[src/rtl/nn_pkg.sv]
// Shared fp16 definitions for the neuron activation datapath.
package nn_pkg;
    localparam int          FP16_W    = 16;
    localparam logic [14:0] FP16_ONE  = 15'h3C00;
    localparam logic [4:0]  CLAMP_EXP = 5'b01111;

    typedef logic [FP16_W-1:0] fp16_t;
endpackage

[src/rtl/act_unit_arbiter_if.sv]
// Request/response bundle between the neuron requesters, the activation arbiter and writeback.
interface act_unit_arbiter_if
    import nn_pkg::*;
#(
    parameter int NUM_REQ = 4
);
    localparam int ID_W = $clog2(NUM_REQ);

    logic [NUM_REQ-1:0] req_valid;
    fp16_t [NUM_REQ-1:0] req_data;
    logic [NUM_REQ-1:0] req_ready;
    logic               out_valid;
    fp16_t              out_data;
    logic [ID_W-1:0]    out_id;
    logic               out_ready;

    modport master (
        output req_valid, req_data, out_ready,
        input  req_ready, out_valid, out_data, out_id
    );

    modport slave (
        input  req_valid, req_data, out_ready,
        output req_ready, out_valid, out_data, out_id
    );
endinterface

[src/rtl/act_unit_arbiter_clamp.sv]
// Soft-step clamp: any magnitude >= 1.0 (including inf/NaN) becomes signed 1.0.
module fp16_clamp
    import nn_pkg::*;
(
    input  fp16_t i_data,
    output fp16_t o_data,
    output logic  o_clamped
);
    always_comb begin
        o_clamped = (i_data[14:10] >= CLAMP_EXP);
        o_data    = o_clamped ? {i_data[15], FP16_ONE} : i_data;
    end
endmodule

[src/rtl/act_unit_arbiter.sv]
// Round-robin arbiter feeding a 2-stage stallable fp16 clamp pipe, with a clamp counter.
module act_unit_arbiter
    import nn_pkg::*;
#(
    parameter int NUM_REQ = 4
) (
    input  logic                clk,
    input  logic                rst_n,
    act_unit_arbiter_if.slave   bus,
    input  logic                cnt_clr,
    output logic [15:0]         clamp_cnt,
    output logic                busy
);
    localparam int ID_W = $clog2(NUM_REQ);

    logic              r_s1_valid;
    fp16_t             r_s1_data;
    logic [ID_W-1:0]   r_s1_id;
    logic              r_out_valid;
    fp16_t             r_out_data;
    logic [ID_W-1:0]   r_out_id;
    logic              r_out_clamped;
    logic [ID_W-1:0]   r_rr_ptr;
    logic [15:0]       r_clamp_cnt;

    logic               w_s2_adv;
    logic               w_accept_en;
    logic               w_found;
    logic               w_xfer;
    logic [ID_W-1:0]    w_gidx;
    logic [NUM_REQ-1:0] w_gnt;
    int                 w_cand;
    fp16_t              w_clamp_data;
    logic               w_clamped;

    assign w_s2_adv    = !r_out_valid | bus.out_ready;
    assign w_accept_en = !r_s1_valid | w_s2_adv;

    // First valid requester at or above rr_ptr, wrapping; no state kept between cycles.
    always_comb begin
        w_found = 1'b0;
        w_gidx  = '0;
        w_cand  = 0;
        for (int k = 0; k < NUM_REQ; k++) begin
            w_cand = (int'(r_rr_ptr) + k) % NUM_REQ;
            if (!w_found && bus.req_valid[ID_W'(w_cand)]) begin
                w_found = 1'b1;
                w_gidx  = ID_W'(w_cand);
            end
        end
    end

    assign w_xfer = w_found & w_accept_en;

    always_comb begin
        w_gnt = '0;
        if (w_xfer) w_gnt[w_gidx] = 1'b1;
    end

    fp16_clamp u_clamp (
        .i_data   (r_s1_data),
        .o_data   (w_clamp_data),
        .o_clamped(w_clamped)
    );

    always_ff @(posedge clk or negedge rst_n) begin
        if (!rst_n) begin
            r_s1_valid    <= 1'b0;
            r_s1_data     <= '0;
            r_s1_id       <= '0;
            r_out_valid   <= 1'b0;
            r_out_data    <= '0;
            r_out_id      <= '0;
            r_out_clamped <= 1'b0;
            r_rr_ptr      <= '0;
            r_clamp_cnt   <= '0;
        end else begin
            if (w_accept_en) begin
                r_s1_valid <= w_xfer;
                if (w_xfer) begin
                    r_s1_data <= bus.req_data[w_gidx];
                    r_s1_id   <= w_gidx;
                    r_rr_ptr  <= (w_gidx == ID_W'(NUM_REQ-1)) ? '0 : w_gidx + 1'b1;
                end
            end
            if (w_s2_adv) begin
                r_out_valid   <= r_s1_valid;
                r_out_data    <= w_clamp_data;
                r_out_id      <= r_s1_id;
                r_out_clamped <= r_s1_valid & w_clamped;
            end
            // Clear wins over a same-cycle delivery.
            if (cnt_clr)
                r_clamp_cnt <= '0;
            else if (r_out_valid && bus.out_ready && r_out_clamped && r_clamp_cnt != 16'hFFFF)
                r_clamp_cnt <= r_clamp_cnt + 16'd1;
        end
    end

    assign bus.req_ready = w_gnt;
    assign bus.out_valid = r_out_valid;
    assign bus.out_data  = r_out_data;
    assign bus.out_id    = r_out_id;
    assign clamp_cnt     = r_clamp_cnt;
    assign busy          = r_s1_valid | r_out_valid;
endmodule

[src/flat_wrapper.sv]
// flat-port wrapper written by rule: the top's interface ports become plain ports
module act_unit_arbiter_flat import nn_pkg::*;
#(
    parameter int NUM_REQ = 4
)
  (clk, rst_n, cnt_clr, clamp_cnt, busy, bus_req_valid, bus_req_data, bus_out_ready, bus_req_ready, bus_out_valid, bus_out_data, bus_out_id);
  act_unit_arbiter_if #(.NUM_REQ(NUM_REQ)) bus_i ();
  input  logic clk;
  input  logic rst_n;
  input  logic cnt_clr;
  output logic [15:0] clamp_cnt;
  output logic busy;
  input wire logic [$bits(bus_i.req_valid)-1:0] bus_req_valid;
  input wire logic [$bits(bus_i.req_data)-1:0] bus_req_data;
  input wire logic [$bits(bus_i.out_ready)-1:0] bus_out_ready;
  output wire logic [$bits(bus_i.req_ready)-1:0] bus_req_ready;
  output wire logic [$bits(bus_i.out_valid)-1:0] bus_out_valid;
  output wire logic [$bits(bus_i.out_data)-1:0] bus_out_data;
  output wire logic [$bits(bus_i.out_id)-1:0] bus_out_id;
  assign bus_i.req_valid = bus_req_valid;
  assign bus_i.req_data = bus_req_data;
  assign bus_i.out_ready = bus_out_ready;
  assign bus_req_ready = bus_i.req_ready;
  assign bus_out_valid = bus_i.out_valid;
  assign bus_out_data = bus_i.out_data;
  assign bus_out_id = bus_i.out_id;
  act_unit_arbiter #(.NUM_REQ(NUM_REQ)) u_core (.clk(clk), .rst_n(rst_n), .bus(bus_i), .cnt_clr(cnt_clr), .clamp_cnt(clamp_cnt), .busy(busy));
endmodule
[config.mk]
export PLATFORM = sky130hd
export DESIGN_NAME = act_unit_arbiter_flat
export DESIGN_NICKNAME = d
export VERILOG_FILES = /design/src/rtl/nn_pkg.sv /design/src/rtl/act_unit_arbiter_if.sv /design/src/rtl/act_unit_arbiter_clamp.sv /design/src/rtl/act_unit_arbiter.sv /design/src/flat_wrapper.sv
export SDC_FILE = /design/constraint.sdc
export NUM_CORES = 1
export LEC_CHECK = 0
export ABC_CLOCK_PERIOD_IN_PS = 2780
export CAP_MARGIN = 10
export CORE_MARGIN = 2
export CORE_UTILIZATION = 44
export CTS_CLUSTER_SIZE = 12
export DETAILED_ROUTE_END_ITERATION = 10
export HOLD_SLACK_MARGIN = 0.03
export PLACE_DENSITY = 0.8
export SYNTH_ARGS = -nofsm -noshare
export SYNTH_HDL_FRONTEND = slang
export SYNTH_SLANG_ARGS = --single-unit
[constraint.sdc]
create_clock -name clk -period 2.78 [get_ports clk]
set_input_delay 0.834 -clock clk [delete_from_list [all_inputs] [get_ports clk]]
set_output_delay 0.834 -clock clk [all_outputs]
set_load 0.1 [all_outputs]
==> impl_results.md, run 1 <==
- Slew margin rel.: 61.9%
- Vias: 2673
- Most frequent cell after synthesis: dfrtp_1
- Fmax: ~360 MHz
- Fin nets: around 470
- Starting Density: 45.5%
- Area growth, synth to finish: 53.1%
- Final setup margin: 0.00695 ns
- Peak supply drop: 0.000841 V
- Synthesized flop and latch total: 57
- Clock sinks: 57
- Simple logic cell fraction of the synthesized area: 16.5%
- Async set-or-reset flop fraction in the synthesized netlist: 100%
- EDFF count, synth: 0
- Sequential area share after synthesis: 49.1%
- Die width: 85.3 um
- Worst Setup End Kind: output pin
- Combinational share of power: 50.3%
- Clk buf depth: 2
- Syn Inst Count: 272
- ANT cells: 0
- Die area: roughly 0.0073 mm2
- CP Max Fanout: 5
- Routed len/inst: between 15 and 20 um
- Seq pwr share: between 20 and 30%
- Finished Cell Area: 0.00445 mm2
- Crit path DAT: 1.94 ns
- Port-buffer cells: approximately 110
- Cell taking the most area after synthesis: dfrtp_1
- Iteration-0 DRC count of the detailed router: 109
- Mux share of post-synthesis cell area: 12.9%
- Crit path time final: 2.77 ns
- Synth Area in XOR/XNOR: 3.31%
- Leakage: 2.02 nW
- Int Power: 0.00227 W
- Synth Net Count: roughly 350
- CP Data Required Time: 1.95 ns
- Largest family of logic cells by synthesized area: simple AND/OR/NAND/NOR gates
- Placer Congestion: 0.829
- DRT Pass-1 Iters: 4
- Grt ovf: 0
- Tightest Hold Check Type: in2async
- Post-DP Area: 0.00415 mm2
- Worst path top cell family by delay: buffers and inverters
- CTS H-tree depth: 3
- Number of global-route vias before repair: 2763
- Slew Limit Fails: 0
- Core Region: 0.00639 mm2
- Vias/cell: 5.57
- Critical path class: in2out
- Post-route clock period utilization: 99.8%
- Mapped Area: 0.00291 mm2
- Root buffer cell: clkbuf_8
- Switch Pwr: between 0.0015 and 0.002 W
- Reg clk slew, reported paths: 0.07 ns
- Crit path buf inv count: 3
- First-pass GRT wire length: approximately 13000 um
- Status: completed
- Max-cap violations: 0
- Residual DRC: 0
- Fin. Hold Viols: 0
- Clock Power Share: 19.9%
- Post-synthesis adder-cell area fraction: less than 1%
- FP Rows: 29
- Synthesis Warnings: 0
- Synth top area share: about half
- Predominant post-synthesis flop cell: dfrtp_1
- Crit path launch type: primary input
- Share of layout cells above drive strength 1: 27.3%
- CP Cell Sequence: buf_2, nor2b_4, o21ai_2, o21a_1, nand3b_1, buf_6, nor2_4, buf_12
- Worst Skew: 0.0118 ns
- Total GRT Usage: 22.7%
- HPWL Detailed: 5710 um
- Slowest CP cell: buf_12
- Final setup vio count: 0
- Post-synthesis average cell area: 10.7 um2
- Clk Latency, worst-skew pair: between 0.3 and 0.4 ns
- Largest cells by area after synthesis: dfrtp_1 49%, mux2i_1 12%, o221ai_1 4.8%
- Antenna Violating Nets Remaining: 0
- Measured slew at the worst slew-check pin: around 0.57 ns
- Pin count of the biggest net entering global routing: 58
- PD cells: 949 mW/mm2
- Drt total wl: 7930 um
- CTS buffer count: 9
- Chip Height: 85.3 um
- Ports: between 100 and 150
- Compound-Gate Fraction of Synth Area: approximately 15%
- Setup Slack @ Placement: -0.569 ns
- Initial antenna violation count: 0
- Synth cell count leaders: 57 x dfrtp_1, 34 x mux2i_1, 30 x nand2_1, 24 x nor2_1, 16 x o221ai_1
- Netlist cell types: 50
- Switching portion of total power: 46.2%
- CP max stage delay: 0.18 ns
- RSZ-0062 raised after global routing: true
- CTS tree: built
-- per-layer routing --
layer | up-vias | routed length (um) | GRT usage, %
li1 | 1249 | - | -
met1 | 1272 | 3240 | 28.2
met2 | 133 | 3780 | 36.2
met3 | 19 | 723 | 7.10
met4 | 0 | 187 | 10.4
met5 | - | 0 | 0
-- power groups by stage --
stage               sequential (W)  combinational, W  clock [W]
finish                     0.00126           0.00213   0.000842
global route               0.00128           0.00223   0.000902
CTS                        0.00125           0.00213   0.000863
detailed placement         0.00126           0.00208          0
global placement           0.00125           0.00204          0
floorplan                  0.00202          0.000736          0
-- state kept, by name (all words and copies together), names as in the netlist --
| signal | cells |
|---|---|
| u_core.bus.out_data | 16 |
| u_core.clamp_cnt | 16 |
| u_core.r_s1_data | 16 |
| u_core.bus.out_id | 2 |
| u_core.r_rr_ptr | 2 |
| u_core.r_s1_id | 2 |
| u_core.bus.out_valid | 1 |
| u_core.r_out_clamped | 1 |
| u_core.r_s1_valid | 1 |
-- what timing repair did --
action,in CTS,in global routing
setup buffers,3,0
hold buffers,0,0
pin swaps,9,6
gates resized for setup,33,6
endpoints found under the setup margin,4,4
-- worst paths after layout --
| kind | start | end | slack (ns) | cells after the start |
|---|---|---|---|---|
| max | bus_req_valid[3] | bus_req_ready[1] | 0.007 | 8 |
| min | rst_n | u_core.r_out_clamped | 0.48 | 2 |
| max reg2reg | u_core.r_rr_ptr[0] | u_core.r_s1_data[10] | 0.68 | 8 |
| min reg2reg | u_core.r_s1_id[0] | u_core.r_s1_id[0] | 0.48 | 2 |
| max in group asynchronous | rst_n | u_core.r_s1_data[0] | 2.03 | 2 |
| min in group clk | u_core.r_s1_id[0] | u_core.r_s1_id[0] | 0.48 | 2 |
-- layout make-up --
class / instances / area [um2]
clock buffer: 9 / 124
clock inverter: 7 / 95.1
fill: 495 / 1930
inverter: 3 / 13.8
multi-input combinational: 197 / 1470
sequential: 57 / 1430
tap: 77 / 96.3
timing repair buffer: 130 / 1220
-- kinds of logic after synthesis --
kind of cell / Yosys count
flip-flops: 57
AO/OA/AOI/OAI: 55
multiplexers: 37
XOR/XNOR: 11
AND/OR/NAND/NOR: 93
adder cells (fa/ha/maj): 1
buffers and inverters: 18
-- metrics by stage --
step	utilization, %	std cells	hold WS [ns]	setup TNS (ns)	power (W)
6_report	69.7	480	0.481	0	0.00423
5_1_grt	69.7	480	0.501	-0.105	0.00442
4_1_cts	69.4	480	0.485	-0.0135	0.00424
3_5_place_dp	65.0	461	0.469	-5.17	0.00333
3_3_place_gp	65.0	461	0.461	-3.67	0.00329
2_1_floorplan	-	272	0.442	-1.01	0.00275
-- layout by cell type (no fill, tap or decap), types with 3 or more instances in the layout --
cell              n
mux2_2            3
o21ai_0           9
nand2_1          30
xnor2_1           6
nor3_1            5
a22o_1           10
and2_1            4
mux2i_1          34
buf_12            5
o221ai_1         16
buf_4            53
clkdlybuf4s50_1  65
nor2_1           20
clkbuf_8          9
nor2_4            5
xor2_1            5
dfrtp_1          56
a21oi_1           3
nand3_1           6
Note: power is estimated with default switching activity, not from simulation.
==> run 2, diff against run 1 <==
Settings changed: ABC_CLOCK_PERIOD_IN_PS 2780 to 3600, CORE_UTILIZATION 44 to 47, PLACE_DENSITY 0.8 to 0.82.
Clock period 2.78 ns to 3.6 ns, I/O delays scaled along.
==> run 2 against run 1 <==
Effect of this change:
- sequential share of layout area grew 0.75 points
- total power shrank 25%
- critical path type unchanged
- combinational power shrank 24%
- design area shrank 2.4%
- global-route usage grew 1.4 points
==> impl_results.md, run 2 (synthesized netlist as in run 1, its figures left out) <==
- Status: completed
- PD cells: 728 mW/mm2 (-23%)
- Residual DRC: 0 (unchanged)
- FP Rows: 28 (-3.4%)
- Capture point of the worst path: bus_req_ready[1]
- CTS buffer count: 9 (unchanged)
- Max-cap violations: 0 (unchanged)
- Die width: 82.7 um (-3.1%)
- CP Data Required Time: 2.52 ns (+0.57 ns)
- Switching portion of total power: 46.2% (about the same)
- Seq pwr share: 30.7% (+0.9 points)
- Vias/cell: 5.41 (-2.8%)
- Worst Skew: 0.00547 ns (-0.00637 ns)
- Final setup vio count: 0 (unchanged)
- Worst hold slack: 0.482 ns (+0.000806 ns)
- Fin nets: 468 (-0.64%)
- Reg-to-Reg End: u_core.r_s1_data[11]
- Worst Reg-to-Reg Cells: 8 (unchanged)
- CP Max Fanout: 4 (-1)
- DRT Pass-1 Iters: 4 (unchanged)
- Starting Density: 48.8% (+3.3 points)
- Iteration-0 DRC count of the detailed router: 111 (+1.8%)
- Hold-fix buffers, CTS: 0 (unchanged)
- Vias: 2565 (-4.0%)
- Drt total wl: 7430 um (-6.3%)
- HPWL Detailed: 5540 um (-2.9%)
- Share of layout cells above drive strength 1: 24.8% (-2.5 points)
- Switch Pwr: 0.00146 W (-25%)
- Clock Power Share: 18.5% (-1.4 points)
- Number of global-route vias before repair: 2568 (-7.1%)
- CTS H-tree depth: 3 (unchanged)
- Placer Congestion: 0.828 (about the same)
- Slew Limit Fails: 0 (unchanged)
- Fmax: 283 MHz
- Routed len/inst: 15.7 um (-5.1%)
- First-pass GRT wire length: 12200 um (-5.5%)
- Pin count of the biggest net entering global routing: 48 (-17%)
- Combinational share of power: 50.8% (+0.5 points)
- Measured slew at the worst slew-check pin: 0.583 ns (+0.0132 ns)
- ANT cells: 0 (unchanged)
- Chip Height: 82.7 um (-3.1%)
- CTS tree: built
- Critical path class: in2out
- Antenna Violating Nets Remaining: 0 (unchanged)
- Clock sinks: 57 (unchanged)
- Tightest Hold Check Type: reg2reg
- Commonest cells after routing, fill and taps aside: 66 x clkdlybuf4s50_1, 57 x dfrtp_1, 51 x buf_4
- Die area: 0.00683 mm2 (-6.1%)
- Most common cell after layout, fill and taps aside: clkdlybuf4s50_1
- Clk Latency, worst-skew pair: 0.33 ns (about the same)
- Layout Utilization: 73.0% (+3.3 points)
- Worst Setup SP: bus_req_valid[2]
- Peak supply drop: 0.000612 V (-27%)
- Clk buf depth: 2 (unchanged)
- Total GRT Usage: 24.1% (+1.4 points)
- Port-buffer cells: 111 (unchanged)
- Grt ovf: 0 (unchanged)
- Int Power: 0.00170 W (-25%)
- Leakage: 1.97 nW (-2.6%)
- Crit path time final: roughly 3.5 ns
- Ports: 112 (unchanged)
- Initial antenna violation count: 0 (unchanged)
- Post-route clock period utilization: 98.1%
- Crit path DAT: 2.45 ns (+0.51 ns)
- Root buffer cell: clkbuf_8
- Worst hold path startpoint: u_core.r_s1_data[15]
- Crit path launch type: primary input
- Worst Setup End Kind: output pin
- Reg2reg start: u_core.r_rr_ptr[0]
- Slew margin rel.: 61.2% (-0.76 points)
- Core Region: 0.00596 mm2 (-6.7%)
- Reg clk slew, reported paths: 0.06 ns (about the same)
- Area growth, synth to finish: 49.5%
- FF-to-FF setup slack: 1.69 ns (+1.01 ns)
- Setup TNS: 0 ns (unchanged)
- Fin. Hold Viols: 0 (unchanged)
## run 2: area by class of cell
cell class / instances / area, um2
inverters: 3 / 11.3
well taps: 75 / 93.8
clock buffers: 12 / 155
clock inverters: 3 / 40.0
repair buffers: 127 / 1180
fillers: 454 / 1610
flip-flops and latches: 57 / 1430
multi-input cells: 197 / 1440
## run 2: worst min-delay path by stage
| stage | end | slack, ns | depth (start not counted) |
|---|---|---|---|
| floorplan | u_core.r_s1_id[0] | 0.44 | 2 |
| global placement | u_core.r_s1_id[0] | 0.45 | 2 |
| detailed placement | u_core.r_s1_data[15] | 0.47 | 2 |
| CTS | u_core.r_s1_data[15] | 0.49 | 2 |
| global route | u_core.r_s1_data[2] | 0.51 | 2 |
| finish | u_core.r_s1_data[15] | 0.48 | 2 |
## run 2: through the flow
step / area (um2) / instances / setup slack (ns) / power (W)
after floorplan: 2960 / 272 / 0.00828 / 0.00212
after global placement: 4130 / 458 / -0.185 / 0.00254
after detailed placement: 4130 / 458 / -0.313 / 0.00257
after CTS: 4340 / 473 / 0.0366 / 0.00317
after global routing: 4350 / 474 / -0.00948 / 0.00332
final: 4350 / 474 / 0.0674 / 0.00316
## run 2: power groups by stage
stage	combinational, W	sequential [W]	clock [W]
final	0.00161	0.000970	0.000586
after global routing	0.00169	0.000996	0.000633
after CTS	0.00161	0.000969	0.000597
after detailed placement	0.00160	0.000973	0
after global placement	0.00158	0.000964	0
after floorplan	0.000563	0.00155	0
## run 2: repair_timing
item	CTS	global route
setup buffers	0	1
setup endpoints to repair	4	3
resized for setup	11	5
pin swaps	1	3
endpoints found under the hold margin	0	0
## run 2: metal layers
metal / routed length (um) / GRT usage (%)
met5: 0 / 0
met1: 2970 / 28.9
met4: 99 / 7.21
met3: 588 / 9.02
met2: 3770 / 40.4
## run 2: critical path, stage by stage
cell,delay (ns)
clkdlybuf4s15_1,0.25
nor2b_2,0.21
o21ai_2,0.14
o21a_1,0.16
nand3b_1,0.23
nor2_4,0.20
buf_12,0.18
==> run 3, diff against run 2 <==
Settings changed: GPL_TIMING_DRIVEN set to 1.
==> results of run 3 <==
Final layout, timing and power as in run 2 (identical DEF).
